==> config.mk <==
export PLATFORM = sky130hd
export DESIGN_NAME = bram_frame_writer
export DESIGN_NICKNAME = d
export VERILOG_FILES = /design/src/rtl/bram_frame_writer_pkg.sv /design/src/rtl/bram_frame_writer_pixel_binarizer.sv /design/src/rtl/bram_frame_writer.sv
export SDC_FILE = /design/constraint.sdc
export NUM_CORES = 1
export LEC_CHECK = 0
export ABC_AREA = 0
export ABC_CLOCK_PERIOD_IN_PS = 3700
export BUFFER_PORTS_ARGS = -buffer_cell sky130_fd_sc_hd__buf_4
export CORE_MARGIN = 2
export CORE_UTILIZATION = 50
export DETAILED_ROUTE_END_ITERATION = 8
export HOLD_SLACK_MARGIN = 0.05
export PLACE_DENSITY = 0.74
export SYNTH_ARGS = -nofsm -noshare
export SYNTH_HDL_FRONTEND = slang
export SYNTH_SLANG_ARGS = --single-unit
==> constraint.sdc <==
create_clock -name clk -period 3.7 [get_ports clk]
set_clock_uncertainty 0.05 [all_clocks]
set_input_delay 0.185 -clock clk [delete_from_list [all_inputs] [get_ports clk]]
set_output_delay 0.185 -clock clk [all_outputs]
set_load 0.02 [all_outputs]
==> src/rtl/bram_frame_writer_pkg.sv <==
// Shared definitions for the 1-bit frame buffer writer and display reader:
// geometry defaults, FSM encoding, pixel field layout and address packing.
package bram_frame_writer_pkg;

    localparam int DEF_WIDTH  = 640;
    localparam int DEF_HEIGHT = 480;

    // 30-bit pixel is {R,G,B}, 10 bits per channel
    localparam int CW    = 10;
    localparam int R_LSB = 20;
    localparam int G_LSB = 10;
    localparam int B_LSB = 0;

    typedef enum logic [1:0] {
        ST_IDLE    = 2'd0,
        ST_ARM     = 2'd1,
        ST_CAPTURE = 2'd2,
        ST_CLEAR   = 2'd3
    } state_e;

    function automatic logic [18:0] pack_addr(input logic [8:0] y, input logic [9:0] x);
        return {y, x};
    endfunction

endpackage

==> src/rtl/bram_frame_writer_pixel_binarizer.sv <==
// Combinational pixel binarizer: luma = (R + 2G + B) >> 2, compared with a threshold.
module pixel_binarizer
    import bram_frame_writer_pkg::*;
(
    input  logic [29:0] pix_i,
    input  logic [11:0] thr_i,
    output logic        bit_o
);

    logic [11:0] sum;
    logic [11:0] luma;

    // Max sum is 1023 + 2046 + 1023 = 4092, so 12 bits never overflow
    assign sum  = 12'(pix_i[R_LSB +: CW]) + {1'b0, pix_i[G_LSB +: CW], 1'b0} + 12'(pix_i[B_LSB +: CW]);
    assign luma = sum >> 2;
    assign bit_o = (luma >= thr_i);

endmodule

==> src/rtl/bram_frame_writer.sv <==
// Binarising raster writer into a 1-bit frame buffer with single-frame capture
// and whole-buffer clear; all BRAM write outputs are registered.
module bram_frame_writer
    import bram_frame_writer_pkg::*;
#(
    parameter int WIDTH  = DEF_WIDTH,
    parameter int HEIGHT = DEF_HEIGHT
) (
    input  logic        clk,
    input  logic        reset,
    input  logic        start,
    input  logic        clear,
    input  logic [11:0] threshold,
    input  logic        pix_valid,
    input  logic        pix_sof,
    input  logic        pix_eol,
    input  logic [29:0] pix_data,
    output logic        busy,
    output logic        frame_done,
    output logic        line_error,
    output logic        bram_we,
    output logic [18:0] bram_addr,
    output logic        bram_write_data
);

    localparam logic [9:0] X_LAST = 10'(WIDTH - 1);
    localparam logic [8:0] Y_LAST = 9'(HEIGHT - 1);

    state_e      state_q;
    logic [9:0]  x_q;
    logic [8:0]  y_q;
    logic        we_q;
    logic [18:0] addr_q;
    logic        wdata_q;
    logic        done_pend_q;
    logic        frame_done_q;
    logic        line_error_q;

    logic        pix_bit;
    logic [9:0]  cur_x;
    logic [8:0]  cur_y;

    pixel_binarizer u_bin (
        .pix_i (pix_data),
        .thr_i (threshold),
        .bit_o (pix_bit)
    );

    // A start-of-frame pixel always lands at (0,0), whether arming or restarting
    assign cur_x = pix_sof ? 10'd0 : x_q;
    assign cur_y = pix_sof ? 9'd0  : y_q;

    always_ff @(posedge clk) begin
        if (reset) begin
            state_q      <= ST_IDLE;
            x_q          <= '0;
            y_q          <= '0;
            we_q         <= 1'b0;
            addr_q       <= '0;
            wdata_q      <= 1'b0;
            done_pend_q  <= 1'b0;
            frame_done_q <= 1'b0;
            line_error_q <= 1'b0;
        end else begin
            we_q         <= 1'b0;
            wdata_q      <= 1'b0;
            done_pend_q  <= 1'b0;
            frame_done_q <= done_pend_q;
            case (state_q)
                ST_IDLE: begin
                    if (clear) begin
                        state_q <= ST_CLEAR;
                        x_q     <= '0;
                        y_q     <= '0;
                    end else if (start) begin
                        state_q      <= ST_ARM;
                        x_q          <= '0;
                        y_q          <= '0;
                        line_error_q <= 1'b0;
                    end
                end
                ST_ARM, ST_CAPTURE: begin
                    if (pix_valid && (pix_sof || state_q == ST_CAPTURE)) begin
                        state_q <= ST_CAPTURE;
                        if (state_q == ST_CAPTURE && pix_sof) line_error_q <= 1'b1;
                        if (pix_eol) begin
                            we_q    <= 1'b1;
                            addr_q  <= pack_addr(cur_y, cur_x);
                            wdata_q <= pix_bit;
                            x_q     <= '0;
                            if (cur_x != X_LAST) line_error_q <= 1'b1;
                            if (cur_y == Y_LAST) begin
                                state_q     <= ST_IDLE;
                                done_pend_q <= 1'b1;
                            end else begin
                                y_q <= cur_y + 9'd1;
                            end
                        end else if (cur_x == X_LAST) begin
                            // overlong line: hold at the last column and drop pixels until eol
                            x_q          <= cur_x;
                            y_q          <= cur_y;
                            line_error_q <= 1'b1;
                        end else begin
                            we_q    <= 1'b1;
                            addr_q  <= pack_addr(cur_y, cur_x);
                            wdata_q <= pix_bit;
                            x_q     <= cur_x + 10'd1;
                            y_q     <= cur_y;
                        end
                    end
                end
                ST_CLEAR: begin
                    we_q    <= 1'b1;
                    addr_q  <= pack_addr(y_q, x_q);
                    wdata_q <= 1'b0;
                    if (x_q == X_LAST) begin
                        x_q <= '0;
                        if (y_q == Y_LAST) begin
                            state_q     <= ST_IDLE;
                            done_pend_q <= 1'b1;
                        end else begin
                            y_q <= y_q + 9'd1;
                        end
                    end else begin
                        x_q <= x_q + 10'd1;
                    end
                end
                default: state_q <= ST_IDLE;
            endcase
        end
    end

    assign busy            = (state_q != ST_IDLE);
    assign frame_done      = frame_done_q;
    assign line_error      = line_error_q;
    assign bram_we         = we_q;
    assign bram_addr       = addr_q;
    assign bram_write_data = wdata_q;

endmodule

==> Yosys cells after proc, flatten, opt, wreduce, memory -nomap -nowiden <==
Index checks and enable logic that the tools add are counted.
{ "op_classes": {"n_addsub": 6, "n_lt_le_gt_ge": 1, "n_eq_ne": 17, "mux": 49, "bitwise": 2, "reduce_logical": 14} }
{ "op_table": {"columns": ["operator", "n"], "rows": [
  ["$mux W9", 8],
  ["$mux W10", 7],
  ["$mux W19", 3],
  ["$pmux W19 S2", 1],
  ["$pmux W10 S3", 1],
  ["$pmux W9 S3", 1],
  ["$add A10 B1 Y10 const B", 2],
  ["$eq A10 B10 Y1 const B", 2],
  ["$add A9 B1 Y9 const B", 2],
  ["$eq A9 B9 Y1 const B", 2],
  ["$mux W1", 17],
  ["$mux W2", 7],
  ["$add A10 B11 Y12", 1],
  ["$add A12 B10 Y12", 1],
  ["$ge A10 B12 Y1", 1],
  ["$ne A2 B2 Y1 const B", 6],
  ["$ne A10 B10 Y1 const B", 1],
  ["$ne A3 B3 Y1 const B", 3],
  ["$reduce_and A4 Y1", 2],
  ["$pmux W1 S2", 3],
  ["$pmux W2 S3", 1],
  ["$reduce_bool A2 Y1", 3],
  ["$reduce_and A5 Y1", 1],
  ["$eq A2 B2 Y1 const B", 2],
  ["9 further kinds", 11]
]} }
{ "totals": {"ff_bits": 45, "in_bits": 49, "output_inout_bits": 24, "elab_cells": 98} }

==> Longest topological paths before layout <==
Gate-level depths: netlist of run 1.
{ "depth": {"ltp_word": 7, "ltp_mapped": 16, "mapped_depth_nobuf": 16} }

==> By module <==
From an unflattened synthesis of run 1, not the netlist that was laid out.
{ "hier_totals": {"hier_cells": 436, "hier_area_um2": 3464.6} }
{ "modules_own_cells": {"columns": ["mod", "instances", "cells_per_inst", "area_each_um2", "seq_area_each_um2"], "rows": [
  ["bram_frame_writer", 1, 340, 2633.8, 900.9],
  ["pixel_binarizer", 1, 96, 830.8, 0.0]
]} }

==> Worst setup path after synthesis of run 1 <==
Ideal clock, no wire load.
{ "synth_timing": {"kind": "input to register", "start": "in pix_data[1]", "end": "reg wdata_q (netlist: bram_write_data)", "setup_ns": 0.115, "arrival_ns": 3.108, "t_required_ns": 3.535, "path_slack_ns": 0.427, "cell_stages": 15, "path_cell_list": "inv_1 -> fa_1 -> nor2_1 -> fa_1 -> a21o_1 -> a21oi_1 -> o21ai_0 -> o41ai_1 -> o21ai_0 -> ha_1 -> a211oi_1 -> nand2_1 -> o211ai_1 -> a21oi_1 -> o21a_1"} }
{ "synth_via": {"elab_chain_cells": 4} }
{ "synth_lines": {"columns": ["element", "line", "source"], "rows": [
  ["start: declaration", "bram_frame_writer.sv:17", "input logic [29:0] pix_data,"],
  ["$add A12 B10 Y12 *", "bram_frame_writer_pixel_binarizer.sv:14", "assign sum = 12'(pix_i[R_LSB +: CW]) + {1'b0, pix_i[G_LSB +: CW], 1'b0} + 12'(pix_i[B_LSB +: CW]);"],
  ["$ge A10 B12 Y1 *", "bram_frame_writer_pixel_binarizer.sv:16", "assign bit_o = (luma >= thr_i);"],
  ["$mux W1", "bram_frame_writer.sv:98", "end else if (cur_x == X_LAST) begin"],
  ["$mux W1 *", "bram_frame_writer.sv:86", "if (pix_eol) begin"],
  ["end signal: assignment", "bram_frame_writer.sv:89", "wdata_q <= pix_bit;"],
  ["end signal: assignment", "bram_frame_writer.sv:106", "wdata_q <= pix_bit;"],
  ["end: declaration", "bram_frame_writer.sv:34", "logic wdata_q;"]
]} }
Every way passes the cells marked *; elsewhere a longest branch is shown, timed or not.
A chain may end at the register's enable or synchronous reset.

==> Final worst setup path of run 1 <==
Same ends and word-level chain as after synthesis.

==> results.md, run 1 <==
* Area of the multi-input gates at 0.00234 mm2
* Crit path DAT at between 3000 and 4000 ps
* Post-synth top area cell: dfxtp_1
* Crit path kind: in2reg
* Hold depth at 5
* Syn nets at between 500 and 600
* Clock slew at reported path FFs at 80 ps
* Clock Root Buffer: clkbuf_8
* LEAKAGE at between 1.5 and 2 nW
* DRT iter0 DRCs at 206
* WL final at 8.45 mm
* MaxCap Viol Count at 0
* Die span in y at 86.9 um
* DR vias/cell at 5.91
* Worst min-delay path category: in2reg
* Post-Synthesis Cell Area at 0.00344 mm2
* Rows at 30
* Util after Layout at 60.7%
* Clock Latency Late Sink at about 310 ps
* CP required at 3850 ps
* CP Capture Type: register
* Synthesized area per cell at between 7 and 8 um2
* Post-DP HPWL at between 6 and 7 mm
* Synth cell types at 59
* Fraction of layout cells with a size suffix above 1 at 19.2%
* Period utilization at 92.0%
* CTS resizes at 0
* Achievable frequency at 294 MHz
* Vias in the first global route at 3061
* Synth-to-layout area growth at 18.5%
* Post-CTS Setup Inserts at 0
* Ys Warns at 0
* Reg2reg path depth at 10
* Reg-to-reg endpoint: bram_addr[11]$_SDFFE_PP0P_
* Status: finished clean
* TritonCTS clock tree: done
* N_diodes at 0
* Tmin final at 3400 ps
* Timing startpoint of the critical path: pix_data[1]
* Starting density of the core at 51.2%
* R2r setup slk at 680 ps
* Io pins at 73
* GRT Util Overall at 22.6%
* Core Box Area at roughly 0.0067 mm2
* Sink Count at 45
* Synth Flop Type: dfxtp_1
* Synth async-reset ratio at 0%
* Crit Path Max Fanout at 3
* RSZ-0062 raised after global routing: false
* Reg-to-reg startpoint: x_q[1]$_SDFFE_PP0P_
* Fin. Hold Viols at 0
* Largest net degree at the start of global routing at 40
* Total Power at between 0.0015 and 0.002 W
* Fillers at between 600 and 700
* Drt drc at 0
* Die Width at 86.9 um
* Min-Delay Endpoint: state_q[1]$_SDFFE_PP0P_
* Pwr/cell area at 399 mW/mm2
* Synth Register Bits at 45
* Reg area at 901 um2
* Max VDD drop at 0.280 mV
* Max H-tree Level at 2
* Worst-margin pin slew at just under 900 ps
* Clock Path Buffers at 2
* RePlAce Congestion at 0.885
* Cells after Synth at 442
* Total grt overflow at 0
* Fin Setup TNS at 0 ps
* Number of setup violations in the final report at 0
* Placed insts at 571
* IO Port Bufs at 72
* Pre-antenna DRT Iters at 7
* Final Non-Filler Cells at 579
* Crit start category: primary input
* Number of synthesized flops with an enable pin at 0
* WL/cell at roughly 15 um
* Via count at 3419
* Wire length of the first global-routing pass at 13.9 mm
* Final Max Tran Viols at 0
* Yosys top cell area share at 26.2%
* Initial antenna violation count at 0
* Die area at 0.00756 mm2
* Cts hold-fix bufs at 0
* Max-slew headroom at roughly two fifths
* Final #Nets at 584
* CTS buffer count at 5
* Hold Crit Start: clear
* Register area share after synthesis at a little over a quarter
* Top cells by area, synth: dfxtp_1 26%, ha_1 9.8%, a21oi_1 6.4%
* Antenna Nets Post-Route at 0
## routing by layer
metal  GRT usage [%]  wire, um
met3            2.84       469
met5               0         0
met2            36.8      3930
met4            5.11        83
met1            31.9      3970
## state kept, by name, indices dropped and copies added, names as in the netlist
name             cells
bram_we              1
frame_done           1
bram_addr           19
state_q              2
x_q                 10
y_q                  9
done_pend_q          1
bram_write_data      1
line_error           1
## stage by stage
stage	setup slack, ps	hold slack (ps)	instance area [um2]
global placement	149	375	3980
detailed placement	-42.7	376	3980
CTS	271	180	4080
global route	66.4	217	4080
finish	296	185	4080
floorplan	427	364	3440
## cells in the final DEF (no fill, tap or decap), types with 4 or more instances in the layout
cell	instances
inv_1	22
nor2_1	31
o22ai_1	4
a22oi_1	6
mux2i_1	5
dfxtp_1	45
xnor2_1	6
fa_1	10
clkbuf_8	5
o31ai_1	9
nor3_1	12
o21ai_0	26
ha_1	27
a31oi_1	6
nand2b_1	4
buf_4	73
a21oi_1	44
nand2_1	51
nand3_1	33
nor2b_1	12
## where the power goes
part           internal, W  switching [W]
clock network     0.000134       0.000178
logic             0.000298       0.000492
registers         0.000502      0.0000221
total             0.000934       0.000692
## final cells by class
class                           instances  area share, %
Multi-Input combinational cell        349           57.5
Sequential cell                        45           22.1
Timing Repair Buffer                   73           13.4
Tap cell                               80           2.46
Inverter                               24           2.21
Clock buffer                            5           1.69
Clock inverter                          3          0.553
## how the worst max path moves through the flow
| stage | to | slack [ps] |
|---|---|---|
| global placement | bram_write_data$_SDFF_PP0_ | 150 |
| CTS | bram_write_data$_SDFF_PP0_ | 270 |
| global route | bram_write_data$_SDFF_PP0_ | 70 |
| detailed placement | bram_write_data$_SDFF_PP0_ | -40 |
| finish | bram_write_data$_SDFF_PP0_ | 300 |
| floorplan | bram_write_data$_SDFF_PP0_ | 430 |
## critical path, stage by stage
cell      delay, ps
buf_4            80
inv_1            40
fa_1            590
nor2_1           80
fa_1            390
a21o_1          200
a21oi_1         230
o21ai_0         180
o41ai_1         430
o21ai_0         190
ha_1            310
a211oi_1        310
nand2_1          90
o211ai_1        110
a21oi_1          60
o21a_1          100
## cell families after synthesis
group                    Yosys count  share of synthesized area [%]
buffers and inverters             48                           5.60
AO/OA/AOI/OAI                    131                           25.0
adder cells (fa/ha/maj)           37                           15.6
flip-flops                        45                           26.2
XOR/XNOR                           8                           2.04
multiplexers                       6                           1.78
AND/OR/NAND/NOR                  167                           23.7
## cells in the mapped netlist, types with 3 or more instances
cell type / number
nand2b_1: 4
clkbuf_1: 18
xnor2_1: 6
a21oi_2: 3
or4_1: 3
or2_2: 3
nor4_1: 3
o41ai_1: 3
nand2_1: 51
ha_1: 27
nand3_1: 33
fa_1: 10
nand3b_1: 3
o21ai_0: 26
inv_1: 22
a21oi_1: 44
mux2i_1: 5
buf_2: 4
o22ai_1: 4
a22o_1: 3
a211oi_1: 3
nand4_1: 3
a22oi_1: 6
o21a_1: 3
nor2b_1: 12
nor2_1: 31
o31ai_1: 9
dfxtp_1: 45
a31oi_1: 6
nor3_1: 12
Power figures use the tool's default switching activity.
==> run 2, diff against run 1 <==
--- a/config.mk
+++ b/config.mk
@@ -6,13 +6,13 @@
 export NUM_CORES = 1
 export LEC_CHECK = 0
 export ABC_AREA = 0
-export ABC_CLOCK_PERIOD_IN_PS = 3700
+export ABC_CLOCK_PERIOD_IN_PS = 2900
 export BUFFER_PORTS_ARGS = -buffer_cell sky130_fd_sc_hd__buf_4
 export CORE_MARGIN = 2
 export CORE_UTILIZATION = 50
 export DETAILED_ROUTE_END_ITERATION = 8
 export HOLD_SLACK_MARGIN = 0.05
-export PLACE_DENSITY = 0.74
+export PLACE_DENSITY = 0.77
 export SYNTH_ARGS = -nofsm -noshare
 export SYNTH_HDL_FRONTEND = slang
 export SYNTH_SLANG_ARGS = --single-unit
==> constraint.sdc (replaced) <==
create_clock -name clk -period 2.9 [get_ports clk]
set_clock_uncertainty 0.05 [all_clocks]
set_input_delay 0.145 -clock clk [delete_from_list [all_inputs] [get_ports clk]]
set_output_delay 0.145 -clock clk [all_outputs]
set_load 0.02 [all_outputs]
==> run 2 against run 1 <==
Setup slack lost 180 ps. Via count up 5.7%. Critical path depth shrank 1. Routed wire length increased by 6.7%. Critical endpoint unchanged.
==> results.md, run 2 (synthesized netlist as in run 1, its figures left out) <==
* Status: finished clean
* RePlAce Congestion at ~0.95
* Wire length of the first global-routing pass at ~15 mm
* Reg-to-reg endpoint: bram_addr[12]$_SDFFE_PP0P_
* Fraction of layout cells with a size suffix above 1 at 24.5%
* Die Width at a little under 90 um
* Pwr/cell area at 534 mW/mm2
* Synth-to-layout area growth at 26.1%
* Achievable frequency at between 300 and 400 MHz
* GRT Util Overall at approximately a quarter
* Period utilization at 95.9%
* Top cell family by delay on the critical path: adder cells
* Core Box Area at 0.00672 mm2
* Number of setup violations in the final report at 0
* Clock Root Buffer: clkbuf_8
* Via count at 3613
* Die area at about 0.0076 mm2
* Die span in y at between 80 and 90 um
* Min Hold Slack at about 160 ps
* Hold Crit Start: threshold[10]
* Clock Latency Late Sink at 300 ps
* Fillers at ~570
* MaxCap Viol Count at 0
* Commonest cells after routing, fill and taps aside: 92 x buf_4, 51 x nand2_1, 44 x dfxtp_1
* CP Capture Type: register
* Placed Area at roughly 0.0042 mm2
* Crit start category: primary input
* Pre-antenna DRT Iters at 5
* Util after Layout at 64.5%
* Vias in the first global route at 3350
* Sink Count at 45
* Reg-to-reg startpoint: x_q[1]$_SDFFE_PP0P_
* Slowest stage cell, crit path: fa_1
* Final Max Tran Viols at 0
* CP bufs+invs at 3
* Crit Path Max Fanout at 2
* Reg2reg path depth at 11
* Max VDD drop at 0.349 mV
* Starting density of the core at approximately 51%
* Levels on crit path at 15
* CTS buffer count at 5
* Crit path kind: in2reg
* R2r setup slk at 270 ps
* WL final at between 9 and 10 mm
* Crit path DAT at ~3000 ps
* Cts hold-fix bufs at 0
* Clock Path Buffers at 2
* Worst-margin pin slew at 632 ps
* Post-DP HPWL at 6.82 mm
* Final worst slack at 120 ps
* Worst min-delay path category: in2reg
* Post-CTS Setup Inserts at 0
* Clock slew at reported path FFs at approximately 80 ps
* CP required at between 3000 and 4000 ps
* Total grt overflow at 0
* DR vias/cell at 6.03
* Final #Nets at a little over 600
* N_diodes at 0
* Area of the multi-input gates at about 0.0024 mm2
* Rows at 30
* Post-route cell area at around 0.0043 mm2
* Min-Delay Endpoint: bram_write_data$_SDFF_PP0_
* Reg area at 902 um2
* TritonCTS clock tree: done
* Antenna Nets Post-Route at 0
* Commonest non-fill, non-tap cell in the layout: buf_4
* Hold depth at 5
* IO Port Bufs at between 70 and 80
* Io pins at 73
* RSZ-0062 raised after global routing: true
* Total Power at 0.00231 W
* LEAKAGE at ~1.8 nW
* Initial antenna violation count at 0
* Drt drc at 0
* Max incr delay on CP at ~580 ps
* Largest register FFs at 19
* Tmin final at between 2000 and 3000 ps
* Worst path cell trace: buf_8, inv_8, fa_1, nor2_2, fa_2, a21o_1, a21oi_2, o21ai_2, o41ai_4, o21ai_1, ha_1, a211oi_2, buf_4, nand2_1, o21a_1
* Max H-tree Level at 2
* Largest net degree at the start of global routing at 40
* Max-slew headroom at 57.8%
* Fin. Hold Viols at 0
* DRT iter0 DRCs at 272
* WL/cell at 15.1 um
* Pre-CTS setup slack at -339 ps
[run 2: cell count changes in the layout (fill, tap and decap cells not counted), sizes merged]
cell / change
clkinvlp: +1
buf: +20
clkinv: -2
bufinv: +1
[run 2: metrics by stage]
| stage | instances | TNS, ps |
|---|---|---|
| after floorplan | 442 | -45.0 |
| final | 599 | 0 |
| after global routing | 599 | -65.9 |
| after global placement | 591 | -207 |
| after detailed placement | 591 | -339 |
| after CTS | 599 | 0 |
[run 2: how the worst max path moves through the flow]
stage          slack, ps         start                    endpoint
6_report             120  pix_data[21]  bram_write_data$_SDFF_PP0_
5_1_grt              -70  pix_data[21]  bram_write_data$_SDFF_PP0_
4_1_cts               30   pix_data[3]  bram_write_data$_SDFF_PP0_
3_5_place_dp        -340  pix_data[21]  bram_write_data$_SDFF_PP0_
3_3_place_gp        -210  pix_data[21]  bram_write_data$_SDFF_PP0_
2_1_floorplan        -50  pix_data[21]  bram_write_data$_SDFF_PP0_
[run 2: cell type report]
type / count / area share [%]
tap: 80 / 2.31
clock inverter: 3 / 1.07
clock buffer: 5 / 1.59
multi-input combinational: 349 / 55.7
sequential: 45 / 20.8
timing repair buffer: 93 / 16.3
inverter: 24 / 2.25
[run 2: metal layers]
| metal | part of all wire (%) | vias up | GRT usage [%] | wire (um) |
|---|---|---|---|---|
| li1 | - | 1756 | - | - |
| met1 | 42 | 1725 | 30.6 | 3780 |
| met2 | 52 | 114 | 41.4 | 4690 |
| met3 | 4.3 | 18 | 3.98 | 388 |
| met4 | 1.8 | 0 | 6.25 | 160 |
| met5 | 0 | - | 0 | 0 |
[run 2: power by group]
group          total (W)  switching (W)  internal [W]
clock           0.000480       0.000222      0.000258
combinational    0.00117       0.000680      0.000493
sequential      0.000661      0.0000205      0.000640
total            0.00231       0.000923       0.00139
[run 2: timing repair]
action,4_1_cts,5_1_grt
resized for setup,0,10
pin swaps,1,0
endpoints found under the setup margin,1,8
[run 2: worst register-to-register path, stage by stage (launching register included)]
cell and delay (ps):
dfxtp_2 410, nor2b_1 230, ha_1 270, and4b_1 260, nand3_1 200, inv_1 240
ha_1 260, nor2_1 90, a21oi_2 100, buf_4 240, nand2_1 90, a21oi_1 120
